[src/rtl/clk_fwd_div_if.sv]
// -----------------------------------------------------------------------------
// clk_fwd_div_if
// Bundles the DDR data/enable inputs and the divider/lock/DDR outputs of
// clk_fwd_div. CLK and RESET stay plain ports on the module.
//   D1, D2, DDR_CE : DDR high-phase data, low-phase data, capture enable
//   Q              : DDR output
//   CE             : one-cycle enable pulse every DIVISOR cycles
//   CLOCK          : registered divided clock
//   LOCKED         : registered clock-stable flag
// master = block user (drives D1/D2/DDR_CE), slave = clk_fwd_div.
// -----------------------------------------------------------------------------
interface clk_fwd_div_if;
   logic D1;
   logic D2;
   logic DDR_CE;
   logic Q;
   logic CE;
   logic CLOCK;
   logic LOCKED;

   modport master (output D1, D2, DDR_CE, input Q, CE, CLOCK, LOCKED);
   modport slave  (input D1, D2, DDR_CE, output Q, CE, CLOCK, LOCKED);
endinterface

[src/rtl/clk_fwd_div.sv]
// -----------------------------------------------------------------------------
// clk_fwd_div
// Clock divider with enable pulse, lock flag and a DDR output stage suitable
// for forwarding CLK (D1=1, D2=0) or gating it off (D1=0).
//   CLK    : sole clock (DDR stage also uses the falling edge)
//   RESET  : asynchronous active-high reset of all state
//   bus    : clk_fwd_div_if.slave (D1, D2, DDR_CE in; Q, CE, CLOCK, LOCKED out)
// Parameters: DIVISOR (>=2) divide ratio, LOCK_CYCLES (>=1) edges to lock.
// -----------------------------------------------------------------------------
module clk_fwd_div #(
   parameter int DIVISOR     = 8,
   parameter int LOCK_CYCLES = 16
) (
   input  logic          CLK,
   input  logic          RESET,
   clk_fwd_div_if.slave  bus
);
   localparam int CW = $clog2(DIVISOR);
   localparam int LW = $clog2(LOCK_CYCLES + 1);

   localparam logic [CW-1:0] CNT_LAST = CW'(DIVISOR - 1);
   localparam logic [CW-1:0] CNT_HALF = CW'(DIVISOR / 2 - 1);
   localparam logic [LW-1:0] LOCK_MAX = LW'(LOCK_CYCLES);
   localparam logic [LW-1:0] LOCK_PRE = LW'(LOCK_CYCLES - 1);

   logic [CW-1:0] r_cnt;
   logic          r_clock;
   logic [LW-1:0] r_lock;
   logic          r_locked;
   logic          r_d1;      // held D1, replayed while DDR_CE is low
   logic          r_d2;      // d2_hold, driven onto Q at the falling edge
   logic          r_qp;      // rising-edge half of the XOR output pair
   logic          r_qn;      // falling-edge half of the XOR output pair
   logic          w_last;
   logic          w_d1_sel;

   // ---------------- divider ----------------
   assign w_last = (r_cnt == CNT_LAST);

   always_ff @(posedge CLK or posedge RESET) begin
      if (RESET) begin
         r_cnt   <= '0;
         r_clock <= 1'b0;
      end else begin
         r_cnt <= w_last ? '0 : r_cnt + 1'b1;
         // Set and clear points never coincide for DIVISOR >= 2.
         if (w_last)
            r_clock <= 1'b1;
         else if (r_cnt == CNT_HALF)
            r_clock <= 1'b0;
      end
   end

   // ---------------- lock ----------------
   always_ff @(posedge CLK or posedge RESET) begin
      if (RESET) begin
         r_lock   <= '0;
         r_locked <= 1'b0;
      end else begin
         if (r_lock < LOCK_MAX)
            r_lock <= r_lock + 1'b1;
         // Registered high on the edge where the counter reaches LOCK_CYCLES.
         if (r_lock == LOCK_PRE)
            r_locked <= 1'b1;
      end
   end

   // ---------------- DDR stage ----------------
   // Q = r_qp ^ r_qn. Each edge rewrites its own flop so the XOR equals the
   // new value; Q therefore only moves right after a CLK edge and CLK itself
   // never passes through logic to reach Q.
   assign w_d1_sel = bus.DDR_CE ? bus.D1 : r_d1;

   always_ff @(posedge CLK or posedge RESET) begin
      if (RESET) begin
         r_d1 <= 1'b0;
         r_d2 <= 1'b0;
         r_qp <= 1'b0;
      end else begin
         if (bus.DDR_CE) begin
            r_d1 <= bus.D1;
            r_d2 <= bus.D2;
         end
         r_qp <= w_d1_sel ^ r_qn;
      end
   end

   always_ff @(negedge CLK or posedge RESET) begin
      if (RESET)
         r_qn <= 1'b0;
      else
         r_qn <= r_d2 ^ r_qp;
   end

   assign bus.Q      = r_qp ^ r_qn;
   assign bus.CE     = w_last;
   assign bus.CLOCK  = r_clock;
   assign bus.LOCKED = r_locked;
endmodule

[src/flat_wrapper.sv]
// flat-port wrapper written by rule: the top's interface ports become plain ports
module clk_fwd_div_flat 
#(
   parameter int DIVISOR     = 8,
   parameter int LOCK_CYCLES = 16
)
  (CLK, RESET, bus_D1, bus_D2, bus_DDR_CE, bus_Q, bus_CE, bus_CLOCK, bus_LOCKED);
  clk_fwd_div_if bus_i ();
  input  logic CLK;
  input  logic RESET;
  input wire logic [$bits(bus_i.D1)-1:0] bus_D1;
  input wire logic [$bits(bus_i.D2)-1:0] bus_D2;
  input wire logic [$bits(bus_i.DDR_CE)-1:0] bus_DDR_CE;
  output wire logic [$bits(bus_i.Q)-1:0] bus_Q;
  output wire logic [$bits(bus_i.CE)-1:0] bus_CE;
  output wire logic [$bits(bus_i.CLOCK)-1:0] bus_CLOCK;
  output wire logic [$bits(bus_i.LOCKED)-1:0] bus_LOCKED;
  assign bus_i.D1 = bus_D1;
  assign bus_i.D2 = bus_D2;
  assign bus_i.DDR_CE = bus_DDR_CE;
  assign bus_Q = bus_i.Q;
  assign bus_CE = bus_i.CE;
  assign bus_CLOCK = bus_i.CLOCK;
  assign bus_LOCKED = bus_i.LOCKED;
  clk_fwd_div #(.DIVISOR(DIVISOR), .LOCK_CYCLES(LOCK_CYCLES)) u_core (.CLK(CLK), .RESET(RESET), .bus(bus_i));
endmodule
[config.mk]
export PLATFORM = sky130hd
export DESIGN_NAME = clk_fwd_div_flat
export DESIGN_NICKNAME = d
export VERILOG_FILES = /design/src/rtl/clk_fwd_div_if.sv /design/src/rtl/clk_fwd_div.sv /design/src/flat_wrapper.sv
export SDC_FILE = /design/constraint.sdc
export NUM_CORES = 1
export LEC_CHECK = 0
export BUFFER_PORTS_ARGS = -buffer_cell sky130_fd_sc_hd__buf_2
export CAP_MARGIN = 20
export CORE_AREA = 2 2 39 41
export CTS_CLUSTER_SIZE = 16
export DETAILED_ROUTE_END_ITERATION = 8
export DIE_AREA = 0 0 41 43
export SYNTH_ARGS = -nofsm -noshare
export SYNTH_HDL_FRONTEND = slang
export SYNTH_SLANG_ARGS = --single-unit
[constraint.sdc]
create_clock -name CLK -period 1.7 [get_ports CLK]
set_clock_uncertainty 0.05 [all_clocks]
set_input_delay 0.085 -clock CLK [delete_from_list [all_inputs] [get_ports CLK]]
set_output_delay 0.085 -clock CLK [all_outputs]
set_load 0.05 [all_outputs]
**After elaboration in Yosys (flattened, before gate mapping)**

Index checks and enable logic that the tools add are counted.

- Register bits after elaboration: 14
- Input bits: 5
- Output and inout port bits: 4
- Word-level logic and storage cells: 22

- Add/sub/neg operators: 2
- $lt $le $gt $ge: 1
- Equal/unequal tests: 3
- Multiplexer cells: 4
- Bitwise operators: 3
- Reductions and logical operators: 1

Operator list:

| operator | number |
|---|---|
| $add 5x1->5 const B | 1 |
| $eq 5x4->1 const B | 1 |
| $lt 5x5->1 const B | 1 |
| $add 3x1->3 const B | 1 |
| $eq 3x2->1 const B | 1 |
| $eq 3x3->1 const B | 1 |
| $mux 1 | 3 |
| $mux 3 | 1 |
| $xor 1x1->1 | 3 |
| $reduce_bool 2->1 | 1 |

**Logic depth before layout (Yosys ltp)**

Gate-level depths: netlist of the first run.

- Depth in word-level cells: 3
- Gate-level depth with buffers: 4
- Depth with buffers taken out: 4

==> flow_summary.ini, run 1 <==
[status]
run_status = complete, but fails checks
violated_checks = setup timing

[clock_tree]
clock-root-buffer = sky130_fd_sc_hd__clkbuf_4
cts_htree_levels = 1
cts.clk_slew.worst_paths_ps = 70
cts-buffers-inserted = 3
cts.sinks = 14
worst_skew_pair.late_latency_ps = 270
max-clock-path-buffers = 2
clock_tree_from_tritoncts = yes

[route]
iter_0_drt_violations = 0
route.vias.total = 346
wl_um = 904
post_drt_via_cell_ratio = 4.55
drtPass1Iterations = 1
drt-wirelength-per-cell_um = 11.9
post-route-drc-count = 0
antenna_violating_nets_post_route = 0

[logic_synthesis]
synth.distinct_cells = 16
synthesis.nets = 51
synth-edff-count = 0
ys_async_sr_fraction = 1.00
synth_seq_cells = 14
post_synthesis_average_cell_area_sq_um = 13.9
netlist_instances = 41
sequential_element_share_of_the_synthesized_area = 0.614
mappedNetlistArea_sq_um = 571
synth.yosys.warnings = 0
postSynth.topFlopCell = sky130_fd_sc_hd__dfrtp_1

[die]
die_x_um = 41
std_cell_rows = 14
initial_core_util = 0.412
die_h_um = 43
core-area_sq_mm = 0.00138
boundaryPins = 9
design.die.area_sq_mm = 0.00176

[finish]
n_fill_cell = 129
synthToLayoutAreaGrowth_pct = 30.9
post_route_cells_drive_above_1_share = 0.350
layout.cells.most_common = sky130_fd_sc_hd__dfrtp_1
final_cell_count_no_fill = 76
antenna_cells = 0
num-nets-final = 71
layout_common_cells = sky130_fd_sc_hd__dfrtp_1 (13), sky130_fd_sc_hd__buf_2 (7), sky130_fd_sc_hd__inv_1 (5), sky130_fd_sc_hd__ha_1 (5)

[worst_hold_path]
holdCritPathClass = primary input to register

[setup_path]
timing.critical_path.to_type = primary output
worstSetupPathType = register to primary output
arrival_ps = 1950
worst-endpoint-required_ps = 1560
crit_path_start_kind = register
worst_path_fanout_max = 2

[pwr]
power_leakage_nw = 0.382
vdd.ir_drop.worst_v = 0.000479
pwr_density_mw_per_mm2 = 1230

[job]
max_cap_violations = 0

[timing]
finalHoldViolCount = 0
report.final.slew_viol_count = 0
max_slew.worst_pin.slew_ps = 248
finalHoldWorstSlack_ps = 26.5
fin_ws_ps = -380
finalSetupViolCount = 2
grt_setup_unrepaired = true
slew_limit_headroom = 0.836

[global_route]
global_route.usage.total = 0.135
grt_pass1_vias = 413
grt_max_degree = 14
grt_antenna_before_repair = 0
globalRouteOverflowTotal = 0
grt_pass1_wl_um = 1570

[place]
gp_congestion = 0.640
port_buffers = 8
dp_cells = 68
dp_hpwl_um = 707
## per-layer routing
metal,vias up,wire length [um],global-route usage
met4,0,4,0.0800
met5,-,0,0
met2,5,514,0.231
li1,166,-,-
met1,173,354,0.137
met3,2,30,0.0314
## what timing repair did
action / 4_1_cts / 5_1_grt
setup buffers: 1 / 1
endpoints found under the hold margin: 14 / 0
setup endpoints to repair: 2 / 2
resized for setup: 3 / 1
hold buffers: 2 / 0
## kinds of logic (layout without fill, tap and decap cells)
family	count (synthesis)	after routing	share of synthesized area
xor gates and xnor gates	6	6	0.0921
muxes	3	3	0.0658
adders and majority gates	5	5	0.110
and+or+nand+nor	7	7	0.0724
DFF	14	14	0.614
AOI/OAI and AO/OA	1	1	0.0132
buffers and inverters	5	24	0.0329
## critical path, stage by stage, from the launching register on
cell,delay (ps)
sky130_fd_sc_hd__dfrtn_1,500
sky130_fd_sc_hd__xor2_4,160
sky130_fd_sc_hd__buf_6,170
## final cells by class
type | count | area, sq um | area share
clock buffer | 4 | 26.3 | 0.0352
inverter | 5 | 18.8 | 0.0251
multi-input combinational | 22 | 220 | 0.295
sequential | 14 | 350 | 0.469
tap | 16 | 20.0 | 0.0268
timing repair buffer | 15 | 111 | 0.149
## flip-flops by register name, indices dropped and copies added, names as in the netlist
name and flops:
u_core.r_d2 1, u_core.r_cnt 3, u_core.bus.LOCKED 1, u_core.r_d1 1
u_core.r_qn 1, u_core.bus.CLOCK 1, u_core.r_lock 5, u_core.r_qp 1
## cells in the mapped netlist, types with 2 or more instances
| cell | count | area, sq um |
|---|---|---|
| sky130_fd_sc_hd__dfrtp_1 | 13 | 325 |
| sky130_fd_sc_hd__ha_1 | 5 | 62.6 |
| sky130_fd_sc_hd__inv_1 | 5 | 18.8 |
| sky130_fd_sc_hd__xnor2_1 | 3 | 26.3 |
| sky130_fd_sc_hd__xor2_1 | 3 | 26.3 |
| sky130_fd_sc_hd__mux2_2 | 2 | 22.5 |
## final timing paths
path / start / to / slack (ps) / depth (start not counted)
max in group asynchronous: RESET / u_core.r_qn / 590 / 3
min in group asynchronous: RESET / u_core.r_cnt[0] / 310 / 4
max: u_core.r_qn / bus_Q / -380 / 2
min: bus_D1 / u_core.r_d1 / 30 / 2
max reg2reg: u_core.r_qn / u_core.r_qp / -230 / 4
min reg2reg: u_core.r_cnt[0] / u_core.r_cnt[0] / 390 / 1
## stage by stage
step / instance area, sq um / util / power, mW / setup WS, ps / TNS, ps
CTS: 736 / 0.532 / 0.901 / -389 / -518
floorplan: 589 / - / 0.568 / -123 / -123
global route: 747 / 0.540 / 0.966 / -417 / -656
detailed placement: 672 / 0.486 / 0.648 / -178 / -209
global placement: 672 / 0.486 / 0.637 / -160 / -160
finish: 747 / 0.540 / 0.920 / -380 / -606
## power by group
group	internal (mW)	total, mW	switching [mW]
clock	0.0907	0.187	0.0962
combinational	0.174	0.338	0.164
sequential	0.363	0.395	0.0312
Power figures use the tool's default switching activity.
==> run 2, diff against run 1 <==
PLACE_DENSITY = 0.61   (was unset)
==> flow_summary.ini, run 2 (same netlist as run 1, synthesis figures left out) <==
[finish]
n_fill_cell = 110
post_route_cells_drive_above_1_share = 0.333
final_util = 0.519
num-nets-final = 68
layout_common_cells = sky130_fd_sc_hd__dfrtp_1 (12), sky130_fd_sc_hd__buf_2 (7), sky130_fd_sc_hd__inv_1 (5), sky130_fd_sc_hd__ha_1 (5)
antenna_cells = 0
final_cell_area_sq_um = 718
layout.cells.most_common = sky130_fd_sc_hd__dfrtp_1
final_cell_count_no_fill = 73
synthToLayoutAreaGrowth_pct = 25.9
registers.top_by_ff_count = u_core.r_lock
largest_reg_flops = 5
largestRegisters = u_core.r_lock (5), u_core.r_cnt (3)

[pwr]
post-layout-total-power_mw = 0.843
p_comb_frac = 0.297
power.switching_fraction = 0.321
internal-power_mw = 0.572
power_switching_mw = 0.271
pwr-share-clk = 0.216
vdd.ir_drop.worst_v = 0.000479
power_frac_seq = 0.487
pwr_density_mw_per_mm2 = 1170
power_leakage_nw = 0.364

[die]
core-area_sq_mm = 0.00138
boundaryPins = 9
std_cell_rows = 14
die_h_um = 43
initial_core_util = 0.412
design.die.area_sq_mm = 0.00176
die_x_um = 41

[job]
max_cap_violations = 0

[clock_tree]
cts_htree_levels = 1
max-clock-path-buffers = 2
clock-root-buffer = sky130_fd_sc_hd__clkbuf_4
clock_tree_from_tritoncts = yes
worst_skew_pair.late_latency_ps = 270
cts.sinks = 14
cts-buffers-inserted = 3
post_cts.repair.setup_buffers = 0
cts.clk_slew.worst_paths_ps = 70

[setup_path]
crit_path_start_kind = register
worstSetupPathType = register to primary output
timing.critical_path.to_type = primary output
arrival_ps = 1940
worst-endpoint-required_ps = 1560
worst_path_fanout_max = 2

[timing]
grt_setup_unrepaired = true
finalSetupViolCount = 2
report.final.slew_viol_count = 0
fin_ws_ps = -374
max_slew.worst_pin.slew_ps = 249
slew_limit_headroom = 0.835
fin_tns_setup_ps = -446
finalHoldViolCount = 0

[route]
drt-wirelength-per-cell_um = 12.1
route.vias.total = 335
antenna_violating_nets_post_route = 0
iter_0_drt_violations = 3
drtPass1Iterations = 2
wl_um = 882
post-route-drc-count = 0
post_drt_via_cell_ratio = 4.59

[global_route]
grt_max_degree = 14
grt.busiest_layer = met2
grt_util_met1 = 0.147
global_route.usage.total = 0.138
grt_pass1_wl_um = 1580
global_route.usage.met2 = 0.241
use_met3 = 0.0314
grt_pass1_vias = 393
globalRouteOverflowTotal = 0
grt_antenna_before_repair = 0

[place]
port_buffers = 8
dp_hpwl_um = 694
dpl_cell_area_sq_um = 664
dp_cells = 67
gp_congestion = 0.629

[status]
violated_checks = setup timing
run_status = complete, but fails checks

[worst_hold_path]
holdCritPathClass = primary input to register
-- run 2: timing repair --
| item | 4_1_cts | 5_1_grt |
|---|---|---|
| endpoints found under the setup margin | 2 | 3 |
| resized for setup | 2 | 1 |
| hold endpoints to repair | 14 | 0 |
| cloned | 0 | 0 |
| hold buffers | 2 | 0 |
-- run 2: metrics by stage --
step / setup WS, ps / hold WS (ps)
3_5_place_dp: -184 / 78.3
2_1_floorplan: -123 / -75.8
3_3_place_gp: -159 / 57.5
4_1_cts: -393 / 15.5
5_1_grt: -422 / 21.7
6_report: -374 / 22.2
-- run 2: final cells by class --
cell class                      instances  area [sq um]  share of cell area
Clock buffer                            4          26.3              0.0366
Tap cell                               16          20.0              0.0279
Timing Repair Buffer                   12          81.3               0.113
Multi-Input combinational cell         22           220               0.307
Inverter                                5          18.8              0.0261
Sequential cell                        14           352               0.490
-- run 2: metal layers --
layer | up-vias | routed length [um]
li1 | 163 | -
met1 | 166 | 328
met2 | 4 | 522
met3 | 2 | 23
met4 | 0 | 6
met5 | - | 0
-- run 2: final timing paths --
check / from / end / slack, ps / cells after the start
min reg2reg: u_core.r_cnt[0] / u_core.r_cnt[0] / 380 / 1
max in group asynchronous: RESET / u_core.r_qn / 560 / 3
max: u_core.r_qn / bus_Q / -370 / 2
min: bus_D1 / u_core.r_d1 / 20 / 2
max reg2reg: u_core.r_qn / u_core.r_qp / -70 / 2
min in group asynchronous: RESET / u_core.r_cnt[2] / 350 / 4
-- run 2: power by group through the flow --
stage | combinational, mW | clock, mW | sequential (mW)
finish | 0.250 | 0.182 | 0.411
detailed placement | 0.213 | 0 | 0.416
floorplan | 0.155 | 0 | 0.413
CTS | 0.252 | 0.192 | 0.409
global route | 0.263 | 0.208 | 0.417
global placement | 0.205 | 0 | 0.413
-- run 2: worst max-delay path, cell delays in order, from the launching register on --
cell	delay [ps]
sky130_fd_sc_hd__dfrtn_1	490
sky130_fd_sc_hd__xor2_4	160
sky130_fd_sc_hd__buf_6	170
==> run 3, diff against run 2 <==
PLACE_DENSITY = 0.75   (was 0.61)
==> flow_summary.ini, run 3 (same netlist as run 1, synthesis figures left out) <==
[status]
run_status = complete, but fails checks
violated_checks = setup timing

[place]
gp_congestion = 0.613
dp_cells = 68
dpl_cell_area_sq_um = 672
pre_cts_ws_ps = -178
port_buffers = 8

[timing]
fin_ws_ps = -381
finalSetupViolCount = 2
report.final.slew_viol_count = 0
max_slew.worst_pin.slew_ps = 247
finalHoldViolCount = 0
grt_setup_unrepaired = true
slew_limit_headroom = 0.836

[clock_tree]
worst_skew_pair.late_latency_ps = 270
cts_htree_levels = 1
post_cts.repair.setup_buffers = 0
max-clock-path-buffers = 2
clock-root-buffer = sky130_fd_sc_hd__clkbuf_4
cts.sinks = 14
cts-buffers-inserted = 3
cts.clk_slew.worst_paths_ps = 80
clock_tree_from_tritoncts = yes

[die]
die_x_um = 41
initial_core_util = 0.412
die_h_um = 43
boundaryPins = 9
core-area_sq_mm = 0.00138
design.die.area_sq_mm = 0.00176
std_cell_rows = 14

[worst_hold_path]
holdCritPathClass = primary input to register
min_delay_endpoint = u_core.r_d1
timing.hold.worst.start = bus_D1
hold-path-cell-count = 2

[setup_path]
rrSetupSlack_ps = -30
timing.critical_path.to_type = primary output
worstSetupPathType = register to primary output
worst_path_fanout_max = 2
timing.reg2reg.worst_path_depth = 2
crit_path_start_kind = register
reg2reg_from = u_core.r_qn
worst-endpoint-required_ps = 1560
arrival_ps = 1950
r2r_end = u_core.r_qp

[finish]
n_fill_cell = 125
final_cell_area_sq_um = 734
largest_reg_flops = 5
seq_area_sq_um = 350
multi_input_area_sq_um = 220
registers.top_by_ff_count = u_core.r_lock
num-nets-final = 69
layout.cells.most_common = sky130_fd_sc_hd__dfrtp_1
antenna_cells = 0
final_cell_count_no_fill = 74
layout_common_cells = sky130_fd_sc_hd__dfrtp_1 (13), sky130_fd_sc_hd__buf_2 (7), sky130_fd_sc_hd__inv_1 (5), sky130_fd_sc_hd__ha_1 (5)
synthToLayoutAreaGrowth_pct = 28.7
largestRegisters = u_core.r_lock (5), u_core.r_cnt (3)
post_route_cells_drive_above_1_share = 0.345

[route]
post-route-drc-count = 0
post_drt_via_cell_ratio = 4.41
wl_um = 802
drt-wirelength-per-cell_um = 10.8
drtPass1Iterations = 1
iter_0_drt_violations = 0
antenna_violating_nets_post_route = 0
route.vias.total = 326

[global_route]
grt_max_degree = 14
grt_pass1_vias = 307
grt_antenna_before_repair = 0
globalRouteOverflowTotal = 0
grt_pass1_wl_um = 1260
global_route.usage.total = 0.115

[pwr]
power_leakage_nw = 0.376
vdd.ir_drop.worst_v = 0.000512
pwr_density_mw_per_mm2 = 1240
post-layout-total-power_mw = 0.908

[job]
max_cap_violations = 0
[run 3: cell count changes in the layout (fill, tap and decap cells not counted), sizes merged]
cell	before	now
buf	10	11
[run 3: layer usage]
metal / vias up / track usage / part of all wire
met1: 158 / 0.154 / 0.46
met4: 0 / 0.0800 / 0.014
met2: 4 / 0.153 / 0.50
li1: 162 / - / -
met5: - / 0 / 0
met3: 2 / 0.0314 / 0.029
[run 3: area by class of cell]
class / count / area share
well taps: 16 / 0.0273
repair buffers: 13 / 0.121
multi-input cells: 22 / 0.300
clock buffers: 4 / 0.0494
flip-flops and latches: 14 / 0.477
inverters: 5 / 0.0256
[run 3: worst max-delay path by stage]
stage | startpoint | endpoint | slack [ps] | cells after the start
2_1_floorplan | u_core.r_qn | bus_Q | -120 | 1
3_3_place_gp | u_core.r_qn | bus_Q | -160 | 2
3_5_place_dp | u_core.r_qn | bus_Q | -180 | 2
4_1_cts | u_core.r_qn | bus_Q | -400 | 2
5_1_grt | u_core.r_qn | bus_Q | -430 | 2
6_report | u_core.r_qn | bus_Q | -380 | 2
[run 3: stage by stage]
stage               hold slack, ps  TNS (ps)  utilization
floorplan                    -75.8      -123            -
finish                        15.3      -412        0.531
global route                  22.5      -482        0.531
CTS                           1.47      -434        0.524
detailed placement             116      -201        0.486
global placement              95.1      -158        0.486
[run 3: report_power, final]
group | leakage, nW | total [mW] | internal [mW] | switching, mW
Sequential | 0.167 | 0.396 | 0.363 | 0.0328
Clock | 0.0210 | 0.234 | 0.130 | 0.104
Combinational | 0.188 | 0.278 | 0.131 | 0.147
Total | 0.376 | 0.908 | 0.624 | 0.284
[run 3: worst max-delay path, stage by stage (launching register included)]
cell and delay [ps]:
sky130_fd_sc_hd__dfrtn_1 500, sky130_fd_sc_hd__xor2_4 160, sky130_fd_sc_hd__buf_6 170
[run 3: timing repair]
item | in CTS | in global routing
endpoints found under the hold margin | 13 | 1
cloned | 0 | 0
setup endpoints to repair | 2 | 2
gates resized for setup | 2 | 0
hold buffers | 1 | 1
